**src/rtl/dct_pkg.sv**
```systemverilog
// Shared constants and helpers for the DCT row pipeline stages.
package dct_pkg;

    localparam int DW_DEF  = 8;
    localparam int ROW_LEN = 8;
    localparam int ROWS    = 8;
    localparam int RIW     = 3;
    localparam int IDXW    = 3;

    typedef logic [RIW-1:0]  row_idx_t;
    typedef logic [IDXW-1:0] slot_idx_t;

    // Row counter increment that wraps at the block height.
    function automatic row_idx_t next_row(input row_idx_t r, input int rows);
        return (int'(r) == rows - 1) ? '0 : r + 1'b1;
    endfunction

endpackage

```
**src/rtl/row_buffer.sv**
```systemverilog
// One row of ROW_LEN bytes: single indexed write port, all bytes readable in parallel.
module row_buffer
    import dct_pkg::*;
#(
    parameter int DW = DW_DEF
) (
    input  logic                         clk,
    input  logic                         rst,
    input  logic                         we,
    input  slot_idx_t                    idx,
    input  logic [DW-1:0]                din,
    output logic [ROW_LEN-1:0][DW-1:0]   dout
);

    always_ff @(posedge clk) begin
        if (rst) begin
            dout <= '0;
        end else if (we) begin
            dout[idx] <= din;
        end
    end

endmodule

```
**src/rtl/row_collector.sv**
```systemverilog
// Byte-stream to 8-byte row packer with ping-pong row buffers, so one row can
// fill while the previous one waits for the downstream acknowledge.
module row_collector
    import dct_pkg::*;
#(
    parameter int DW   = DW_DEF,
    parameter int ROWS = dct_pkg::ROWS
) (
    input  logic          CLK,
    input  logic          RST,
    input  logic          STBi,
    input  logic [DW-1:0] DATi,
    output logic          ACKi,
    output logic          STBo,
    output logic [DW-1:0] DATo0,
    output logic [DW-1:0] DATo1,
    output logic [DW-1:0] DATo2,
    output logic [DW-1:0] DATo3,
    output logic [DW-1:0] DATo4,
    output logic [DW-1:0] DATo5,
    output logic [DW-1:0] DATo6,
    output logic [DW-1:0] DATo7,
    output logic [2:0]    ROWo,
    input  logic          ACKo
);

    localparam row_idx_t ROW_MASK = RIW'(ROWS - 1);

    logic [1:0]      full;
    logic            wsel;
    logic            rsel;
    slot_idx_t       widx;
    row_idx_t        wrow;
    row_idx_t        rrow;

    logic            accept;
    logic            consume;
    logic            row_done;

    logic [1:0][ROW_LEN-1:0][DW-1:0] rows;
    logic [ROW_LEN-1:0][DW-1:0]      rd;

    // Handshakes depend only on registered state (plus reset).
    assign ACKi     = ~RST & ~full[wsel];
    assign STBo     = full[rsel];
    assign accept   = STBi & ACKi;
    assign consume  = STBo & ACKo;
    assign row_done = accept & (widx == slot_idx_t'(ROW_LEN - 1));

    for (genvar b = 0; b < 2; b++) begin : g_buf
        row_buffer #(.DW(DW)) u_row (
            .clk  (CLK),
            .rst  (RST),
            .we   (accept && (wsel == 1'(b))),
            .idx  (widx),
            .din  (DATi),
            .dout (rows[b])
        );
    end

    assign rd    = rows[rsel];
    assign DATo0 = rd[0];
    assign DATo1 = rd[1];
    assign DATo2 = rd[2];
    assign DATo3 = rd[3];
    assign DATo4 = rd[4];
    assign DATo5 = rd[5];
    assign DATo6 = rd[6];
    assign DATo7 = rd[7];
    assign ROWo  = rrow;

    // Completion and consume always touch different full bits: a row can only
    // complete into an empty buffer and only a full buffer can be consumed.
    always_ff @(posedge CLK) begin
        if (RST) begin
            full <= 2'b00;
            wsel <= 1'b0;
            rsel <= 1'b0;
            widx <= '0;
            wrow <= '0;
            rrow <= '0;
        end else begin
            if (accept) begin
                widx <= widx + 1'b1;
            end
            if (row_done) begin
                full[wsel] <= 1'b1;
                wsel       <= ~wsel;
                wrow       <= next_row(wrow, ROWS);
            end
            if (consume) begin
                full[rsel] <= 1'b0;
                rsel       <= ~rsel;
                rrow       <= next_row(rrow, ROWS);
            end
        end
    end

    logic [RIW-1:0] pending;
    logic [RIW-1:0] full_cnt;

    assign pending  = (wrow - rrow) & ROW_MASK;
    assign full_cnt = {1'b0, full[0] & full[1], full[0] ^ full[1]};

    // Writer may only be blocked when both buffers are full; completed minus
    // consumed rows must match the number of occupied buffers.
    always @(posedge CLK) begin
        if (!RST) begin
            assert (!full[wsel] || (full[rsel] && (wsel == rsel)));
            assert (pending == full_cnt);
        end
    end

endmodule
```
**config.mk**
```make
export PLATFORM = sky130hd
export DESIGN_NAME = row_collector
export DESIGN_NICKNAME = d
export VERILOG_FILES = /design/src/rtl/dct_pkg.sv /design/src/rtl/row_buffer.sv /design/src/rtl/row_collector.sv
export SDC_FILE = /design/constraint.sdc
export NUM_CORES = 1
export LEC_CHECK = 0
export CORE_MARGIN = 1.5
export CORE_UTILIZATION = 26
export CTS_BUF_LIST = sky130_fd_sc_hd__clkbuf_4
export DETAILED_ROUTE_END_ITERATION = 10
export PLACE_DENSITY = 0.55
export RECOVER_POWER = 50
export SYNTH_ARGS = -nofsm -noshare
export SYNTH_HDL_FRONTEND = slang
export SYNTH_HIERARCHICAL = 1
export SYNTH_SLANG_ARGS = --single-unit
```
**constraint.sdc**
```tcl
create_clock -name CLK -period 2.1 [get_ports CLK]
set_clock_uncertainty 0.2 [all_clocks]
set_input_delay 0.525 -clock CLK [delete_from_list [all_inputs] [get_ports CLK]]
set_output_delay 0.525 -clock CLK [all_outputs]
set_load 0.02 [all_outputs]
```
==> results_dict.tcl, run 1 <==
set metrics [dict create \
    syn_area_per_cell_um2 10.8 \
    cellLeakagePower_uw 0.00404 \
    cts.clk_slew.worst_paths_ps 130 \
    path_max_fanout 7 \
    syn_nets 612 \
    cts.path.max_buffers 2 \
    fin_util 0.354 \
    antenna_left 0 \
    p_per_area_nw_per_um2 582 \
    die_x_um 161 \
    final_common_cell "nand2b_1" \
    drive_above_1_share 0.343 \
    worstReg2RegEnd "g_buf[0].u_row/dout[3]" \
    layout_common_cells "nand2b_1, dfxtp_1, mux2i_1" \
    fmax_mhz 398 \
    rows 57 \
    dieArea_um2 25800 \
    start_kind "flip-flop" \
    status "complete, but fails checks" \
    pre_cts_ws_ps -439 \
    wl_per_cell_um 17.7 \
    nets 714 \
    drt_iter0_markers 230 \
    dpl_cell_area_um2 7910 \
    synthCells 596 \
    netlist-cell-type-count 31 \
    clock_tree.root_cell "clkbuf_4" \
    rr_worst_depth 7 \
    end_kind "output pin" \
    first_pass_iters 4 \
    h-tree-depth 4 \
    netlist_area_um2 6450 \
    worstMarginPinSlew_ps 498 \
    final-max-slew-violation-count 0 \
    fp.dieH_um 161 \
    first_global_vias 4553 \
    track_usage 0.147 \
    drc_errors 0 \
    via_per_inst 4.30 \
    start_util 0.265 \
    area_growth_syn_to_layout_pct 33.4 \
    timing.rr.start "wsel" \
    cts_tree "built" \
    hold_class "in2reg" \
    grt_max_degree 60 \
    slew_headroom 0.668 \
    cts.sinks 138 \
    min_from "RST" \
    drv_cap 0 \
    routed_wl_mm 18.4 \
    setup_viol 66 \
    hold_end "full[1]" \
    yosys_warnings 6 \
    vdd_ir_drop_max_v 0.000339 \
    critical_path_required_ps 1370 \
    rsz0062_at_grt "yes" \
    seq_area_frac_synth 0.428 \
    final.min_clock_period_ps 2520 \
    totalPowerFinal_uw 5010 \
    grt_pass1_wl_mm 28.0 \
    vias 4454 \
    ios 81 \
    failed_checks "setup timing" \
    regToRegSetupSlack_ps 50 \
    grt_overflow 0 \
    hold_depth 4 \
    criticalPathCategory "reg2out" \
    io_buffers 80 \
    cts_buffers 17 \
    ys_ff_latch 138 \
    holdWs_ps 216 \
    antenna_found_initial 1 \
    hold_viol 0 \
    dp_hpwl_mm 11.5 \
    final_area_um2 8600 \
    setup_ws_ps -416 \
    fin_crit_sh 1.20 \
    core_um2 24300 \
    routabilityCongestion 0.693 \
    arrival_ps 1790 \
    clk_latency_ps 550 \
]
## through the flow
stage | setup TNS [ps] | cells
global placement | -47950 | 988
floorplan | 0 | 596
finish | -21760 | 1036
CTS | -27680 | 1030
global route | -28220 | 1036
detailed placement | -48440 | 988
## critical path: stages, from the launching register on
cell	delay [ps]
dfxtp_4	410
buf_12	150
buf_16	140
buf_6	110
mux2_4	290
buf_6	130
## report_power, final
group	leakage (uW)	internal, uW	switching (uW)
Clock	0.000156	825	1040
Combinational	0.00277	239	235
Sequential	0.00111	2640	27.4
## layer usage
layer / up-vias / track usage / routed length [um]
met3: 11 / 0.0341 / 585
met2: 70 / 0.225 / 8130
li1: 2223 / - / -
met1: 2150 / 0.209 / 9530
met4: 0 / 0.0331 / 141
met5: - / 0 / 0
## cells in the mapped netlist, drive strengths merged
cell type | number | share of area
nand2b | 145 | 0.14
dfxtp | 138 | 0.43
mux2i | 131 | 0.20
mux2 | 66 | 0.12
buf | 38 | 0.033
clkbuf | 25 | 0.015
nand4b | 7 | 0.0095
a21oi | 6 | 0.0047
o21ai | 5 | 0.0039
ha | 4 | 0.0078
nor2b | 4 | 0.0039
or4bb | 4 | 0.0070
and3 | 2 | 0.0019
and4bb | 2 | 0.0039
inv | 2 | 0.0012
nand4 | 2 | 0.0019
nand4bb | 2 | 0.0035
nor3 | 2 | 0.0016
nor4bb | 2 | 0.0031
or4b | 2 | 0.0043
a31oi | 1 | 0.00097
nand2 | 1 | 0.00058
nand3 | 1 | 0.00078
nand3b | 1 | 0.0012
nor2 | 1 | 0.00058
or3 | 1 | 0.00097
or4 | 1 | 0.0012
## what timing repair did
action / in CTS / in global routing
pin swaps: 1 / 1
endpoints found under the hold margin: 0 / 0
hold buffers: 0 / 0
endpoints found under the setup margin: 81 / 97
gates cloned: 3 / 1
gates resized for setup: 328 / 98
setup buffers: 8 / 5
## kinds of logic after synthesis
kind of cell,after synthesis,share of synthesized area
adder cells (fa/ha/maj),4,0.00776
flip-flops,138,0.428
multiplexers,197,0.319
AND/OR/NAND/NOR,180,0.186
buffers and inverters,65,0.0495
AO/OA/AOI/OAI,12,0.00951
## worst max-delay path by stage
stage | from | to | depth (start not counted)
3_5_place_dp | STBi | g_buf[0].u_row/dout[23] | 7
2_1_floorplan | STBi | g_buf[0].u_row/dout[0] | 7
4_1_cts | rsel | DATo1[4] | 3
5_1_grt | rsel | DATo3[5] | 5
3_3_place_gp | STBi | g_buf[0].u_row/dout[16] | 7
6_report | rsel | DATo3[1] | 5
## state kept, by name, indices dropped and copies added, names as in the netlist
register and cells:
full 2, rsel 1, widx 3, g_buf.u_row/dout 128, wsel 1, ROWo 3
## final cells by class
| class | instances | area (um^2) |
|---|---|---|
| multi-input cells | 393 | 3580 |
| diodes | 1 | 2.50 |
| clock buffers | 17 | 128 |
| flip-flops and latches | 138 | 2770 |
| repair buffers | 146 | 1540 |
| fillers | 2439 | 15700 |
| well taps | 324 | 405 |
| inverters | 2 | 7.51 |
| clock inverters | 15 | 175 |
No activity file was read; power rests on OpenSTA's default activity.
==> run 2: changes to the inputs <==
--- a/config.mk
+++ b/config.mk
@@ -8,6 +8,7 @@
 export CORE_MARGIN = 1.5
 export CORE_UTILIZATION = 26
 export CTS_BUF_LIST = sky130_fd_sc_hd__clkbuf_4
+export CTS_CLUSTER_SIZE = 8
 export DETAILED_ROUTE_END_ITERATION = 10
 export PLACE_DENSITY = 0.55
 export RECOVER_POWER = 50
@@ -15,3 +16,4 @@
 export SYNTH_HDL_FRONTEND = slang
 export SYNTH_HIERARCHICAL = 1
 export SYNTH_SLANG_ARGS = --single-unit
+export TNS_END_PERCENT = 5
==> run 2 against run 1 <==
Against the previous run:
- the run still ends with setup timing left
- first-iteration DRC count increased by 1.7%
- die area unchanged
- combinational power about the same
- design area decreased by 0.51%
- via count decreased by 0.56%
- final cell count decreased by 0.29%
- register-to-register slack about the same
- clock-buffer cell count unchanged
- largest cell class unchanged
- highest routed layer unchanged
- total power about the same
- clock power about the same
- core utilization decreased by 0.18 points
- sequential cell count unchanged
==> results_dict.tcl, run 2 (synthesized netlist as in run 1, its figures left out) <==
set metrics [dict create \
    worstMarginPinSlew_ps 490 \
    start_kind "flip-flop" \
    area_growth_syn_to_layout_pct 32.7 \
    vdd_ir_drop_max_v 0.000340 \
    drive_above_1_share 0.340 \
    track_usage 0.145 \
    first_pass_iters 5 \
    slowest_stage "dfxtp_4" \
    antenna_found_initial 1 \
    wl_per_cell_um 17.8 \
    failed_checks "setup timing" \
    cellLeakagePower_uw 0.00402 \
    routed_wl_mm 18.4 \
    crit_family "buffers and inverters" \
    timing.rr.start "wsel" \
    final_common_cell "nand2b_1" \
    start_util 0.265 \
    slew_headroom 0.673 \
    drv_cap 0 \
    antenna_left 0 \
    via_per_inst 4.29 \
    largest_reg_flops 128 \
    fp.dieH_um 161 \
    vias 4429 \
    cpPeakStageDelay_ps 430 \
    holdWs_ps 221 \
    grt_pass1_wl_mm 27.7 \
    ios 81 \
    setup-tns-final_ps -22380 \
    cts_tree "built" \
    fin_util 0.352 \
    cts_hold_buf 0 \
    grt_max_degree 60 \
    end_kind "output pin" \
    rows 57 \
    grt_overflow 0 \
    fmax_mhz 401 \
    multiInputGateArea_um2 3560 \
    drt_iter0_markers 234 \
    clk_latency_ps 540 \
    dp_hpwl_mm 11.5 \
    dpl_cell_area_um2 7910 \
    hold_class "in2reg" \
    critical_path_required_ps 1370 \
    setup_ws_ps -393 \
    setup_viol 66 \
    rr_worst_depth 7 \
    final-max-slew-violation-count 0 \
    cp.depth 4 \
    cts.sinks 138 \
    final_area_um2 8560 \
    totalPowerFinal_uw 5010 \
    top_register "g_buf.u_row/dout" \
    die_x_um 161 \
    crit_path_start "rsel" \
    status "complete, but fails checks" \
    fillCellCount 2432 \
    fin_crit_sh 1.19 \
    path_cells "buf_12, buf_16, mux2_2, buf_2" \
    io_buffers 80 \
    cts.clk_slew.worst_paths_ps 130 \
    drc_errors 0 \
    worstReg2RegEnd "g_buf[0].u_row/dout[3]" \
    clock_tree.root_cell "clkbuf_4" \
    dieArea_um2 25800 \
    core_um2 24300 \
    routabilityCongestion 0.693 \
    criticalPathCategory "reg2out" \
    final.min_clock_period_ps 2490 \
    cts.path.max_buffers 2 \
    nets 711 \
    h-tree-depth 4 \
    hold_viol 0 \
    regArea_um2 2770 \
    rsz0062_at_grt "yes" \
    path_max_fanout 14 \
    cp.buffers_inverters 3 \
    endpoint "DATo5[0]" \
    regToRegSetupSlack_ps 50 \
    cts_buffers 17 \
    first_global_vias 4504 \
    p_per_area_nw_per_um2 586 \
    arrival_ps 1770 \
    layout_common_cells "nand2b_1, dfxtp_1, mux2i_1" \
]
==> run 2: changes by cell type in the layout (fill, tap and decap cells not counted), sizes merged <==
| cell | change |
|---|---|
| buf | -4 |
| clkbuf | +1 |
==> run 2: stage by stage <==
stage / setup WS [ps] / std cells
6_report: -393 / 1033
5_1_grt: -497 / 1033
4_1_cts: -549 / 1024
3_5_place_dp: -439 / 988
3_3_place_gp: -444 / 988
2_1_floorplan: 20.9 / 596
==> run 2: worst min path at each step <==
stage | from | endpoint | slack (ps) | cells after the start
after floorplan | g_buf[1].u_row/dout[10] | g_buf[1].u_row/dout[10] | 250 | 2
after global placement | g_buf[0].u_row/dout[11] | g_buf[0].u_row/dout[11] | 260 | 2
after detailed placement | g_buf[1].u_row/dout[10] | g_buf[1].u_row/dout[10] | 260 | 2
after CTS | RST | full[1] | 150 | 4
after global routing | RST | widx[0] | 220 | 5
final | RST | full[1] | 220 | 4
==> run 2: layout make-up <==
class / count / area share
Timing Repair Buffer: 143 / 0.177
Antenna cell: 1 / 0.000292
Sequential cell: 138 / 0.323
Clock buffer: 17 / 0.0149
Inverter: 2 / 0.000877
Clock inverter: 15 / 0.0205
Tap cell: 324 / 0.0474
Multi-Input combinational cell: 393 / 0.416
==> run 2: timing repair <==
action | 4_1_cts | 5_1_grt
gates cloned | 2 | 2
pin swaps | 0 | 0
setup buffers | 2 | 6
resized for setup | 287 | 130
endpoints found under the setup margin | 81 | 141
==> run 2: worst register-to-register path: stages (launching register included) <==
cell and delay (ps):
dfxtp_2 360, mux2i_1 250, buf_4 150, nand2_2 40, nor2_1 80, buf_4 140, or4b_4 570, mux2i_1 150
==> run 2: where the power goes <==
part	internal, uW	leakage [uW]	switching [uW]
Combinational	241	0.00275	234
Sequential	2640	0.00111	27.7
Clock	825	0.000156	1040
==> run 2: per-layer routing <==
metal / vias to the layer above / wire length, um / track usage
met2: 67 / 8260 / 0.223
met5: - / 0 / 0
met3: 11 / 611 / 0.0336
met1: 2128 / 9380 / 0.206
li1: 2223 / - / -
met4: 0 / 146 / 0.0331
